[src/rtl/ir_packet_scheduler_pkg.sv]
// Shared constants for the IR packet scheduler: register map, FSM states, command layout.
// Transmitter timing constants live here so the scheduler can bound its minimum strobe spacing.
package ir_packet_scheduler_pkg;

    localparam logic [7:0] CMD_OFS  = 8'd0;
    localparam logic [7:0] CTRL_OFS = 8'd1;

    localparam int CTRL_ENABLE_BIT = 0;
    localparam int CTRL_SEND_BIT   = 1;

    typedef enum logic [1:0] {
        ST_DISABLED = 2'd0,
        ST_WAIT     = 2'd1,
        ST_PULSE    = 2'd2
    } sched_state_t;

    // Field order fixes the COMMAND bit positions: forward=3, backward=2, left=1, right=0.
    typedef struct packed {
        logic forward;
        logic backward;
        logic left;
        logic right;
    } cmd_t;

    localparam int TX_START_BURST = 88;
    localparam int TX_START_GAP   = 22;
    localparam int TX_ONE_BURST   = 30;
    localparam int TX_BIT_GAP     = 22;
    localparam int TX_NUM_BITS    = 8;

    // Worst case is an all-ones packet.
    localparam int MAX_PACKET_LEN = TX_START_BURST + TX_START_GAP
                                  + TX_NUM_BITS * (TX_ONE_BURST + TX_BIT_GAP);

    function automatic int max_int(input int a, input int b);
        return (a > b) ? a : b;
    endfunction

endpackage

[src/rtl/ir_packet_scheduler_timer.sv]
// Packet period counter: synchronous clear, count enable, holds at terminal count.
// Flags are combinational from the count register; no backpressure.
module ir_period_timer #(
    parameter int WIDTH     = 12,
    parameter int TERMINAL  = 3599,
    parameter int THRESHOLD = 599
) (
    input  logic clk,
    input  logic reset,
    input  logic clr,
    input  logic en,
    output logic at_terminal,
    output logic at_threshold
);

    logic [WIDTH-1:0] count;

    always_ff @(posedge clk) begin
        if (reset || clr) begin
            count <= '0;
        end else if (en && !at_terminal) begin
            count <= count + 1'b1;
        end
    end

    assign at_terminal  = (count == WIDTH'(TERMINAL));
    assign at_threshold = (count >= WIDTH'(THRESHOLD));

endmodule

[src/rtl/ir_packet_scheduler.sv]
// Holds the bus-written car command and issues periodic/on-demand one-cycle SEND_PACKET strobes.
// Strobe and COMMAND are registered; send-now requests wait out the minimum spacing.
module ir_packet_scheduler
    import ir_packet_scheduler_pkg::*;
#(
    parameter logic [7:0] BASE_ADDR        = 8'h90,
    parameter int         PACKET_PERIOD    = 3600,
    parameter int         MIN_SPACING      = 600,
    parameter int         WATCHDOG_PACKETS = 20,
    parameter int         TIMER_WIDTH      = 12
) (
    input  logic       CLK,
    input  logic       RESET,
    input  logic [7:0] BUS_ADDR,
    input  logic [7:0] BUS_DATA,
    input  logic       BUS_WE,
    output logic       SEND_PACKET,
    output logic [3:0] COMMAND,
    output logic       WD_EXPIRED
);

    // A send-now strobe must never cut into a packet still being transmitted.
    localparam int SPACING = max_int(MIN_SPACING, MAX_PACKET_LEN);
    localparam int WD_W    = $clog2(WATCHDOG_PACKETS + 2);
    localparam logic [WD_W-1:0] WD_LIMIT = WD_W'(WATCHDOG_PACKETS);

    sched_state_t    state;
    cmd_t            cmd_reg;
    logic            enable;
    logic            send_pending;
    logic [WD_W-1:0] wd_count;
    logic [WD_W-1:0] wd_inc;

    logic cmd_wr;
    logic ctrl_wr;
    logic go_pulse;
    logic timer_clr;
    logic at_terminal;
    logic at_threshold;
    logic unused_data;

    assign cmd_wr      = BUS_WE && (BUS_ADDR == 8'(BASE_ADDR + CMD_OFS));
    assign ctrl_wr     = BUS_WE && (BUS_ADDR == 8'(BASE_ADDR + CTRL_OFS));
    assign unused_data = ^BUS_DATA[7:4];
    assign wd_inc      = wd_count + 1'b1;

    always_comb begin
        go_pulse = 1'b0;
        case (state)
            ST_DISABLED: go_pulse = enable;
            ST_WAIT:     go_pulse = enable && (at_terminal || (send_pending && at_threshold));
            default:     go_pulse = 1'b0;
        endcase
    end

    assign timer_clr = (state == ST_DISABLED) || go_pulse;

    ir_period_timer #(
        .WIDTH     (TIMER_WIDTH),
        .TERMINAL  (PACKET_PERIOD - 1),
        .THRESHOLD (SPACING - 1)
    ) u_timer (
        .clk          (CLK),
        .reset        (RESET),
        .clr          (timer_clr),
        .en           (1'b1),
        .at_terminal  (at_terminal),
        .at_threshold (at_threshold)
    );

    always_ff @(posedge CLK) begin
        if (RESET) begin
            state        <= ST_DISABLED;
            SEND_PACKET  <= 1'b0;
            COMMAND      <= 4'h0;
            WD_EXPIRED   <= 1'b0;
            cmd_reg      <= '0;
            enable       <= 1'b0;
            send_pending <= 1'b0;
            wd_count     <= '0;
        end else begin
            SEND_PACKET <= go_pulse;

            if (ctrl_wr) begin
                enable <= BUS_DATA[CTRL_ENABLE_BIT];
            end
            if (cmd_wr) begin
                cmd_reg <= cmd_t'(BUS_DATA[3:0]);
            end

            case (state)
                ST_DISABLED: if (go_pulse) state <= ST_PULSE;
                ST_PULSE:    state <= ST_WAIT;
                ST_WAIT: begin
                    if (!enable) begin
                        state <= ST_DISABLED;
                    end else if (go_pulse) begin
                        state <= ST_PULSE;
                    end
                end
                default:     state <= ST_DISABLED;
            endcase

            if ((state == ST_DISABLED) || ((state == ST_WAIT) && !enable)) begin
                send_pending <= 1'b0;
            end else if (ctrl_wr && BUS_DATA[CTRL_SEND_BIT]) begin
                send_pending <= 1'b1;
            end else if (go_pulse) begin
                send_pending <= 1'b0;
            end

            // The shadow samples cmd_reg before any same-cycle write lands.
            if (go_pulse) begin
                COMMAND <= WD_EXPIRED ? 4'h0 : 4'(cmd_reg);
                if ((WATCHDOG_PACKETS != 0) && (wd_count != WD_LIMIT)) begin
                    wd_count <= wd_inc;
                    if (wd_inc == WD_LIMIT) begin
                        WD_EXPIRED <= 1'b1;
                    end
                end
            end

            if (cmd_wr) begin
                wd_count   <= '0;
                WD_EXPIRED <= 1'b0;
            end
        end
    end

endmodule

[config.mk]
export PLATFORM = sky130hd
export DESIGN_NAME = ir_packet_scheduler
export DESIGN_NICKNAME = d
export VERILOG_FILES = /design/src/rtl/ir_packet_scheduler_pkg.sv /design/src/rtl/ir_packet_scheduler_timer.sv /design/src/rtl/ir_packet_scheduler.sv
export SDC_FILE = /design/constraint.sdc
export NUM_CORES = 1
export LEC_CHECK = 0
export BUFFER_PORTS_ARGS = -buffer_cell sky130_fd_sc_hd__buf_2
export CORE_MARGIN = 1
export CORE_UTILIZATION = 59
export DETAILED_ROUTE_END_ITERATION = 10
export PLACE_DENSITY = 0.89
export SYNTH_ARGS = -nofsm -noshare
export SYNTH_HDL_FRONTEND = slang
export SYNTH_HIERARCHICAL = 1
export SYNTH_SLANG_ARGS = --single-unit
[constraint.sdc]
create_clock -name CLK -period 4.35 [get_ports CLK]
set_input_delay 0 -clock CLK [delete_from_list [all_inputs] [get_ports CLK]]
set_output_delay 0 -clock CLK [all_outputs]
set_load 0.02 [all_outputs]
== Yosys cells after proc, flatten, opt, wreduce, memory -nomap -nowiden ==
Cells that the tools add are included.
Storage, ports and cells
  register bits: 31
  input port bits: 19
  output and inout bits: 6
  logic and storage cells: 46
Cells by class
  $add $sub $neg: 2
  $lt $le $gt $ge: 1
  equality and inequality tests: 7
  multiplexer cells: 7
  reductions and logical operators: 17
Operators with widths (number)
  $eq A8 B8 Y1 const B: 2
  $add A12 B1 Y12 const B: 1
  $eq A12 B12 Y1 const B: 1
  $ge A12 B10 Y1 const B: 1
  $logic_and A1 B1 Y1: 6
  $pmux W2 S3: 1
  $add A5 B1 Y5 const B: 1
  $eq A5 B5 Y1 const B: 1
  $ne A5 B5 Y1 const B: 1
  $logic_or A1 B1 Y1: 4
  $mux W2: 2
  $mux W4: 1
  $reduce_or A2 Y1: 2
  $reduce_and A3 Y1: 1
  $eq A2 B1 Y1 const B: 1
  $eq A2 B2 Y1 const B: 1
  $logic_not A2 Y1: 1
  $mux W1: 2
  $pmux W1 S2: 1
  $reduce_and A2 Y1: 1
  $reduce_bool A2 Y1: 1
  $logic_not A1 Y1: 1

== Depth between registers and ports, before layout ==
Gate-level depths: netlist (run 1).
  depth after elaboration: 8
  depth in mapped cells: 12
  depth with buffers taken out: 10

== Hierarchy ==
The synthesis (run 1) kept the hierarchy.
Modules (own cells, without submodules)
  ir_packet_scheduler: instances 1, cells each 96, area an instance 909.6 µm², seq. area each 380.4 µm²
  ir_period_timer: instances 1, cells each 86, area an instance 739.5 µm², seq. area each 240.2 µm²

== Least setup slack after synthesis (run 1) ==
No wires, ideal clock.
  kind: register to register
  from: register u_timer.count[0]
  to: register u_timer.count[1]
  library setup time: 95 ps
  data arrival time: 2479 ps
  data required time: 4255 ps
  setup slack: 1775 ps
  cell stages (with the launch flop): 12
  path buffers: 2
  clock period less this slack: 2575 ps
  cells stage by stage: dfxtp_1 -> ha_1 -> a21o_1 -> a21oi_1 -> o211ai_1 -> a21oi_1 -> a21o_1 -> buf_6 -> o21ai_0 -> or2_1 -> clkdlybuf4s18_2 -> o311ai_1
On the way
  cells in the longest elaborated chain, start to end: 7
  elaborated cells on any way between the ends: 9
  those cells by class: add/sub: 1; order compare: 1; eq/ne: 1; mux: 1; reduce/logical: 5
RTL lines
  from (decl): line ir_packet_scheduler_timer.sv:16  | logic [WIDTH-1:0] count;
  from (signal assigned): line ir_packet_scheduler_timer.sv:22  | count <= count + 1'b1;
  $ge A12 B10 Y1: line ir_packet_scheduler_timer.sv:27  | assign at_threshold = (count >= WIDTH'(THRESHOLD));
  net at_threshold: line ir_packet_scheduler.sv:39  | logic at_threshold;
  $logic_and A1 B1 Y1: line ir_packet_scheduler.sv:51  | ST_WAIT: go_pulse = enable && (at_terminal || (send_pending && at_threshold));
  $logic_or A1 B1 Y1: line ir_packet_scheduler.sv:51
  $logic_and A1 B1 Y1: line ir_packet_scheduler.sv:51
  $pmux W1 S2: line ir_packet_scheduler.sv:49  | case (state)
  $logic_or A1 B1 Y1: line ir_packet_scheduler.sv:56  | assign timer_clr = (state == ST_DISABLED) || go_pulse;
  net timer_clr: line ir_packet_scheduler.sv:37  | logic timer_clr;
  $logic_or A1 B1 Y1: line ir_packet_scheduler_timer.sv:19  | if (reset || clr) begin
The timed path passes the listed nets, and every way through them passes these cells.
A chain may end at the register's enable or synchronous reset.

== Final worst setup path (run 1) ==
  from: register u_timer.count[0]
  to: register u_timer.count[0]
Same word-level chain as after synthesis.

==> impl_metrics.yaml, run 1 <==
yosys:
  synthDistinctLibCells: 54
  syn_inst: 182
  synthTopCellsByArea: "dfxtp_1 (38%), a21oi_1 (5.5%), mux2i_1 (4.2%), nand2_1 (3.2%), ha_1 (3.0%)"
  synth_top_area_share_pct: 37.6
  yosysSeqAreaShare_pct: 37.6
  synth_ff_type: "dfxtp_1"
  ys_warn_count: 6
  synthArstFlopShare_pct: 0
  synth-edff-count: 0
  syn_area_sq_um: 1650
  netlist.top_cell.by_area: "dfxtp_1"
  synth_seq_cells: 31
  avgSynthCellArea_sq_um: 9.06
finish:
  multi_input_area_sq_um: 947
  largest_register: "u_timer/count"
  regArea_sq_um: 621
  num-fill-cells: 195
  largest_register_ffs: 12
  reg_top3: "u_timer/count (12), wd_count (5)"
  nets: 229
  syn_to_final_growth_pct: 10.7
  n_antenna_cell: 0
  drive_above_1_share_pct: 18.4
pwr:
  leakage_nw: 0.626
  cellPowerDensity_nw_per_um2: 258
  finalPower_uw: 472
  ir_drop_mv: 0.264
timing:
  setup_violations: 0
  max_freq_mhz: 320
  fin_ws_ps: 1220
  slew_viol_final: 0
  worst_slew_pin_slew_ps: 608
  max_slew_margin_pct: 59.1
  final.setup_skew_ps: 6.09
  fin_crit_ps: 3130
  rsz0062_at_grt: "false"
  post-route-period-util_pct: 71.9
  fin_tns_setup_ps: 0
  finalHoldViolations: 0
flow_run:
  cap_viol_max_count: 0
setup_path:
  crit_type: "register to register"
  critical_path.cell_chain: "ha_1, a21o_1, a21oi_1, o211ai_1, a21oi_1, a21o_1, o21ai_0, nor4b_1, o21ai_0, o211ai_1"
  critPathLaunchType: "register"
  cp-end-kind: "register"
  cp_top_family: "compound AO/OA/AOI/OAI gates"
  required_ps: 4620
  cp_slowest_cell: "nor4b_1"
  slowest_delay_ps: 480
  cp.buffers_inverters: 0
  critical_path.max_fanout: 10
  cp.arrival_ps: 3400
floorplan:
  row_count: 18
  die_x_microns: 54.9
  fp.coreArea_sq_um: 2570
  die_h_microns: 54.9
  ios: 25
  start_util_pct: 64.2
  die_area_sq_um: 3010
placed_design:
  port_buffers: 20
  pre_cts_slack_ps: 1350
  gp_congestion: 0.837
  dp_hpwl_microns: 2530
global_routing:
  grt_pass1_wl_microns: 5930
  antenna_found_initial: 0
  grt_max_degree: 21
  gr-total-overflow: 0
  grt_usage_pct: 28.8
  grt_pass1_vias: 1346
drt:
  vias_per_cell: 6.25
  wire_per_inst_microns: 15.5
  drcViolationCount: 0
  vias: 1481
  first_pass_iters: 5
  ant_nets: 0
  wl_microns: 3680
  drt_iter0_drc: 49
clock_network:
  cts_setup_buffers: 0
  clock_sinks: 31
  ctsResizeCount: 0
  insertion_delay_ps: 350
  cts_htree_levels: 2
  max-clock-path-buffers: 2
  cts_tree: "yes"
  numCtsBuffers: 5
  clock-root-buffer: "clkbuf_4"
  clkSlewWorstSetupHoldPaths_ps: 100
run_status:
  status: "completed"
min_path:
  hp-class: "primary input to register"
worst paths after layout:
| path | cells past startpoint | slack (ps) | endpoint | start |
|---|---|---|---|---|
| hold reg to reg | 2 | 460 | COMMAND[2]$_SDFFE_PP0P_ | COMMAND[2]$_SDFFE_PP0P_ |
| setup reg to reg | 10 | 1220 | u_timer/count[0]$_SDFFE_PP0P_ | u_timer/count[0]$_SDFFE_PP0P_ |
| setup / recovery | 10 | 1220 | u_timer/count[0]$_SDFFE_PP0P_ | u_timer/count[0]$_SDFFE_PP0P_ |
| hold / removal | 2 | 20 | cmd_reg[1]$_SDFFE_PP0P_ | RESET |
cells by family after synthesis:
kind of cell,Yosys count,share of synthesized area [%]
AND/OR/NAND/NOR,75,29.7
AO/OA/AOI/OAI,46,17.8
flip-flops,31,37.6
buffers and inverters,14,5.16
multiplexers,7,4.25
adder cells (fa/ha/maj),4,3.04
XOR/XNOR,4,2.12
other,1,0.227
synth_stat cells, types with 4 or more instances:
cell type / n
ha_1: 4
nand2_1: 14
nand3b_1: 4
or3_1: 4
nor3_1: 4
inv_1: 6
o21ai_0: 7
nand3_1: 6
a21oi_1: 18
dfxtp_1: 31
mux2i_1: 7
nor2_1: 13
o31ai_1: 4
power by group:
group | leakage [nW] | total, mW | internal (mW) | switching (mW)
registers | 0.250 | 0.284 | 0.284 | 0.0000936
logic | 0.349 | 0.0169 | 0.00826 | 0.00866
clock network | 0.0272 | 0.171 | 0.0615 | 0.109
metrics by stage:
| stage | util, % | area (sq um) | instances | hold WS, ps |
|---|---|---|---|---|
| 2_1_floorplan | - | 1650 | 183 | 69.1 |
| 3_3_place_gp | 67.3 | 1730 | 225 | 238 |
| 3_5_place_dp | 67.3 | 1730 | 225 | 256 |
| 4_1_cts | 71.1 | 1830 | 237 | 5.27 |
| 5_1_grt | 71.1 | 1830 | 237 | 25.9 |
| 6_report | 71.1 | 1830 | 237 | 20.9 |
cell type report:
cell class / count / share of cell area (%)
Tap cell: 30 / 2.06
Multi-Input combinational cell: 138 / 51.9
Sequential cell: 31 / 34.0
Timing Repair Buffer: 24 / 7.68
Clock inverter: 3 / 1.10
Inverter: 6 / 1.23
Clock buffer: 5 / 2.06
layout by cell type, fill, tap and decap left out, drive strengths merged, types with 2 or more instances in the layout:
master,instances
nor4b,3
xnor2,3
nand2b,2
nand2,14
o31ai,4
a21o,2
or4b,2
dlygate4sd3,4
conb,2
nand3b,4
o21a,2
o211ai,2
clkinvlp,2
or3,4
nand4,4
o21ai,7
clkbuf,5
a211oi,3
buf,20
nor3,6
nand3,6
mux2i,7
or2,2
nand4b,2
dfxtp,31
a21oi,19
and3,2
nor2,13
a31oi,2
inv,6
or4,4
ha,4
timing repair:
action,CTS,global route
endpoints found under the setup margin,0,0
hold endpoints to repair,5,0
hold buffers,4,0
metal layers:
metal | up-vias | wire length, microns | share of wire, % | global-route usage [%]
met4 | 0 | 93 | 2.5 | 15.4
met5 | - | 0 | 0 | 0
li1 | 725 | - | - | -
met3 | 11 | 211 | 5.7 | 10.0
met1 | 690 | 1520 | 41 | 30.2
met2 | 55 | 1860 | 50 | 49.6
Power figures use the tool's default switching activity.
==> run 2, diff against run 1 <==
--- a/config.mk
+++ b/config.mk
@@ -7,9 +7,9 @@
 export LEC_CHECK = 0
 export BUFFER_PORTS_ARGS = -buffer_cell sky130_fd_sc_hd__buf_2
 export CORE_MARGIN = 1
-export CORE_UTILIZATION = 59
+export CORE_UTILIZATION = 56
 export DETAILED_ROUTE_END_ITERATION = 10
-export PLACE_DENSITY = 0.89
+export PLACE_DENSITY = 0.86
 export SYNTH_ARGS = -nofsm -noshare
 export SYNTH_HDL_FRONTEND = slang
 export SYNTH_HIERARCHICAL = 1
==> constraint.sdc (replaced) <==
create_clock -name CLK -period 3 [get_ports CLK]
set_input_delay 0 -clock CLK [delete_from_list [all_inputs] [get_ports CLK]]
set_output_delay 0 -clock CLK [all_outputs]
set_load 0.02 [all_outputs]
==> run 2 against run 1 <==
Against the previous run:
- non-clock buffer count increased by 1
- via count decreased by 1.9%
- sequential cell count unchanged
- clock power increased by 42%
- final area increased by 0.41%
- fmax increased by 11%
- power increased by 44%
- highest routed layer unchanged
- global-route usage decreased by 3.6 points
- first-iteration DRC count increased by 12%
- largest power group unchanged
- critical path type unchanged
- final cell count increased by 0.42%
==> impl_metrics.yaml, run 2 (synthesized netlist as in run 1, its figures left out) <==
clock_network:
  ctsResizeCount: 0
  clock-root-buffer: "clkbuf_4"
  numCtsBuffers: 5
  cts_tree: "yes"
  cts_htree_levels: 2
  clkSlewWorstSetupHoldPaths_ps: 100
  clock_sinks: 31
  cts_setup_buffers: 0
  cts-hold-fix-buffers: 4
  max-clock-path-buffers: 2
  insertion_delay_ps: 330
floorplan:
  start_util_pct: 59.3
  fp.coreArea_sq_um: 2780
  die_area_sq_um: 3170
  die_x_microns: 56.3
  die_h_microns: 56.3
  row_count: 19
  ios: 25
drt:
  route.met2.wl_microns: 1810
  drt_iter0_drc: 55
  ant_nets: 0
  top_layer: "met4"
  wl_microns: 3560
  vias: 1453
  wl_met3_microns: 119
  first_pass_iters: 4
  vias_per_cell: 6.11
  wire_per_inst_microns: 14.9
  met1_length_microns: 1530
  drcViolationCount: 0
timing:
  fin_crit_ps: 2810
  final.setup_skew_ps: 10.7
  finalHoldViolations: 0
  max_slew_margin_pct: 59.1
  setup_violations: 0
  slew_viol_final: 0
  worst_slew_pin_slew_ps: 607
  post-route-period-util_pct: 93.8
  fin_tns_setup_ps: 0
  max_freq_mhz: 355
  rsz0062_at_grt: "false"
pwr:
  cellPowerDensity_nw_per_um2: 370
  finalPower_uw: 678
  leakage_nw: 0.637
  ir_drop_mv: 0.417
setup_path:
  r2r-start: "u_timer/count[0]$_SDFFE_PP0P_"
  crit_type: "register to register"
  critPathLaunchType: "register"
  critical_path.cell_chain: "ha_1, a21o_1, a21oi_1, o211ai_1, a21oi_1, a21o_1, o21ai_0, or2_1, o311ai_1"
  r2r_cells: 9
  cp.arrival_ps: 3050
  critical_path.max_fanout: 9
  slowest_delay_ps: 430
  crit_path_start: "u_timer/count[0]$_SDFFE_PP0P_"
  reg2reg_slack_ps: 190
  r2r-end: "u_timer/count[1]$_SDFFE_PP0P_"
  required_ps: 3240
  cp_slowest_cell: "or2_1"
  cp-end-kind: "register"
finish:
  final_area_sq_um: 1830
  n_antenna_cell: 0
  reg_top3: "u_timer/count (12), wd_count (5)"
  layout_commonest_cell: "dfxtp_1"
  syn_to_final_growth_pct: 11.2
  num-fill-cells: 218
  largest_register_ffs: 12
  largest_register: "u_timer/count"
  drive_above_1_share_pct: 18.4
  fin_util_pct: 65.9
  nets: 230
  final_cell_mix: "dfxtp_1 (31), buf_2 (20), a21oi_1 (18), nand2_1 (14), nor2_1 (13)"
min_path:
  holdPathStages: 2
  hp-start: "RESET"
  hold_end: "cmd_reg[0]$_SDFFE_PP0P_"
  hp-class: "primary input to register"
global_routing:
  grt_max_degree: 21
  grt_usage_pct: 25.2
  antenna_found_initial: 0
  gr-total-overflow: 0
  grt_pass1_wl_microns: 6200
  grt_pass1_vias: 1414
placed_design:
  port_buffers: 20
  place_area_sq_um: 1740
  dp_hpwl_microns: 2610
  gp_congestion: 0.824
run_status:
  status: "completed"
flow_run:
  cap_viol_max_count: 0
==> run 2: stage by stage <==
stage / setup slack (ps) / hold WS [ps] / cells
floorplan: 425 / 69.1 / 183
global placement: 431 / 239 / 227
detailed placement: 278 / 244 / 227
CTS: 253 / 28.2 / 238
global route: 12.6 / 33.5 / 238
finish: 187 / 40.2 / 238
==> run 2: layout make-up <==
type                            instances  area [sq um]  share of cell area [%]
Tap cell                               31          38.8                    2.12
Sequential cell                        31           621                    33.9
Timing Repair Buffer                   25           148                    8.05
Clock inverter                          1          5.00                   0.273
Clock buffer                            6          51.3                    2.80
Inverter                                6          22.5                    1.23
Multi-Input combinational cell        138           947                    51.7
==> run 2: how the worst max path moves through the flow <==
stage / end / slack (ps) / cells after the start
floorplan: u_timer/count[1]$_SDFFE_PP0P_ / 430 / 11
global placement: u_timer/count[1]$_SDFFE_PP0P_ / 430 / 9
detailed placement: u_timer/count[1]$_SDFFE_PP0P_ / 280 / 9
CTS: u_timer/count[1]$_SDFFE_PP0P_ / 250 / 9
global route: u_timer/count[1]$_SDFFE_PP0P_ / 10 / 9
finish: u_timer/count[1]$_SDFFE_PP0P_ / 190 / 9
==> run 2: where the power goes <==
part | internal [mW] | switching [mW] | leakage, nW
sequential | 0.411 | 0.000129 | 0.250
combinational | 0.0120 | 0.0123 | 0.354
clock | 0.108 | 0.134 | 0.0341
total | 0.532 | 0.146 | 0.637
==> run 2: worst max-delay path: cells and delay by family, from the launching register on <==
family                   cells  cell delay, ps
AO/OA/AOI/OAI                7            1600
AND/OR/NAND/NOR              1             430
flip-flops                   1             370
adder cells (fa/ha/maj)      1             310
==> run 2: routing by layer <==
metal  vias up  GRT usage [%]
met5         -              0
met3        14           7.60
met4         0           11.5
met1       682           28.2
li1        729              -
met2        28           43.7
==> run 3, diff against run 2 <==
--- a/config.mk
+++ b/config.mk
@@ -5,7 +5,7 @@
 export SDC_FILE = /design/constraint.sdc
 export NUM_CORES = 1
 export LEC_CHECK = 0
-export BUFFER_PORTS_ARGS = -buffer_cell sky130_fd_sc_hd__buf_2
+export BUFFER_PORTS_ARGS = -buffer_cell sky130_fd_sc_hd__clkbuf_2
 export CORE_MARGIN = 1
 export CORE_UTILIZATION = 56
 export DETAILED_ROUTE_END_ITERATION = 10
==> run 3 against run 2 <==
Against the previous run:
- clock power hardly changed
- highest routed layer unchanged
- critical path depth stayed put
- largest power group unchanged
- utilization is 0.18 points higher
- critical path type unchanged
==> impl_metrics.yaml, run 3 (synthesized netlist as in run 1, its figures left out) <==
floorplan:
  fp.coreArea_sq_um: 2780
  row_count: 19
  ios: 25
  start_util_pct: 59.3
  die_x_microns: 56.3
  die_area_sq_um: 3170
  die_h_microns: 56.3
clock_network:
  clock_sinks: 31
  cts_setup_buffers: 0
  cts_tree: "yes"
  insertion_delay_ps: 350
  cts_htree_levels: 2
  max-clock-path-buffers: 2
  clkSlewWorstSetupHoldPaths_ps: 100
  clock-root-buffer: "clkbuf_4"
  numCtsBuffers: 5
finish:
  n_antenna_cell: 0
  final_cell_mix: "dfxtp_1 (31), clkbuf_2 (20), a21oi_1 (17), nand2_1 (14), nor2_1 (13)"
  syn_to_final_growth_pct: 11.5
  fin_cells: 239
  largest_register_ffs: 12
  nets: 230
  drive_above_1_share_pct: 19.2
  reg_top3: "u_timer/count (12), wd_count (5)"
  largest_register: "u_timer/count"
  layout_commonest_cell: "dfxtp_1"
setup_path:
  cp_common_cell: "a21o_1"
  required_ps: 3250
  critPathLaunchType: "register"
  cp.arrival_ps: 2860
  cp_slowest_cell: "or2_1"
  slowest_delay_ps: 430
  cp-end-kind: "register"
  critical_path.max_fanout: 9
  critical_path.cell_chain: "ha_1, a21o_1, a21oi_1, o211ai_1, a21oi_2, a21o_1, o21ai_0, or2_1, o311ai_1"
  crit_type: "register to register"
timing:
  worst_slew_pin_slew_ps: 603
  finalHoldViolations: 0
  max_slew_margin_pct: 59.4
  setup_violations: 0
  fin_tns_setup_ps: 0
  final.setup_skew_ps: 7.51
  slew_viol_final: 0
  fin_crit_ps: 2600
  post-route-period-util_pct: 86.7
  rsz0062_at_grt: "false"
  holdWs_ps: 67.9
  max_freq_mhz: 384
global_routing:
  gr-total-overflow: 0
  grt_usage_pct: 26.4
  grt_max_degree: 21
  grt_pass1_vias: 1487
  antenna_found_initial: 0
  grt_pass1_wl_microns: 6470
placed_design:
  dp_hpwl_microns: 2540
  port_buffers: 20
  gp_congestion: 0.830
  placed_cells: 227
pwr:
  ir_drop_mv: 0.437
  cellPowerDensity_nw_per_um2: 369
  leakage_nw: 0.628
drt:
  first_pass_iters: 4
  ant_nets: 0
  wl_microns: 3600
  drt_iter0_drc: 117
  vias_per_cell: 6.10
  wire_per_inst_microns: 15.1
  drcViolationCount: 0
  vias: 1457
min_path:
  hp-class: "primary input to register"
flow_run:
  cap_viol_max_count: 0
run_status:
  status: "completed"
[run 3: worst max-delay path, delay by kind of cell, from the launching register on]
kind | cells | cell delay (ps)
simple gates | 1 | 430
compound gates | 7 | 1420
fa+ha+maj | 1 | 300
flops | 1 | 360
[run 3: report_power, final]
group / leakage (nW) / internal, mW / switching (mW)
combinational: 0.352 / 0.0120 / 0.0128
sequential: 0.250 / 0.411 / 0.000129
clock: 0.0272 / 0.0892 / 0.152
[run 3: cell type report]
class                           count  area [sq um]
Tap cell                           31          38.8
Timing Repair Buffer               25           148
Inverter                            6          22.5
Multi-Input combinational cell    138           951
Clock inverter                      3          20.0
Fill cell                         233           943
Clock buffer                        5          37.5
Sequential cell                    31           621
[run 3: path summary, 6_finish.rpt]
path / end / cells after the start / start / slack (ps)
setup / recovery: u_timer/count[1]$_SDFFE_PP0P_ / 9 / u_timer/count[0]$_SDFFE_PP0P_ / 400
hold / removal: cmd_reg[3]$_SDFFE_PP0P_ / 4 / BUS_ADDR[0] / 70
setup reg to reg: u_timer/count[1]$_SDFFE_PP0P_ / 9 / u_timer/count[0]$_SDFFE_PP0P_ / 400
hold reg to reg: COMMAND[2]$_SDFFE_PP0P_ / 2 / COMMAND[2]$_SDFFE_PP0P_ / 460
[run 3: layer usage]
layer | global-route usage [%] | vias up | wire length [microns]
met5 | 0 | - | 0
met4 | 13.6 | 0 | 81
met3 | 7.14 | 10 | 132
met2 | 45.1 | 34 | 1840
met1 | 30.0 | 688 | 1550
li1 | - | 725 | -
[run 3: repair_timing]
action | CTS | global route
hold endpoints to repair | 5 | 0
hold buffers | 4 | 0
endpoints found under the setup margin | 0 | 2
resized for setup | 0 | 1
[run 3: stage by stage]
stage          worst slack, ps  instance area, sq um  total power, mW  utilization, %
3_3_place_gp               426                  1740            0.440            62.4
3_5_place_dp               319                  1740            0.441            62.4
4_1_cts                    286                  1830            0.685            65.9
6_report                   399                  1840            0.678            66.1
5_1_grt                   66.4                  1840            0.706            66.1
2_1_floorplan              425                  1650            0.430               -
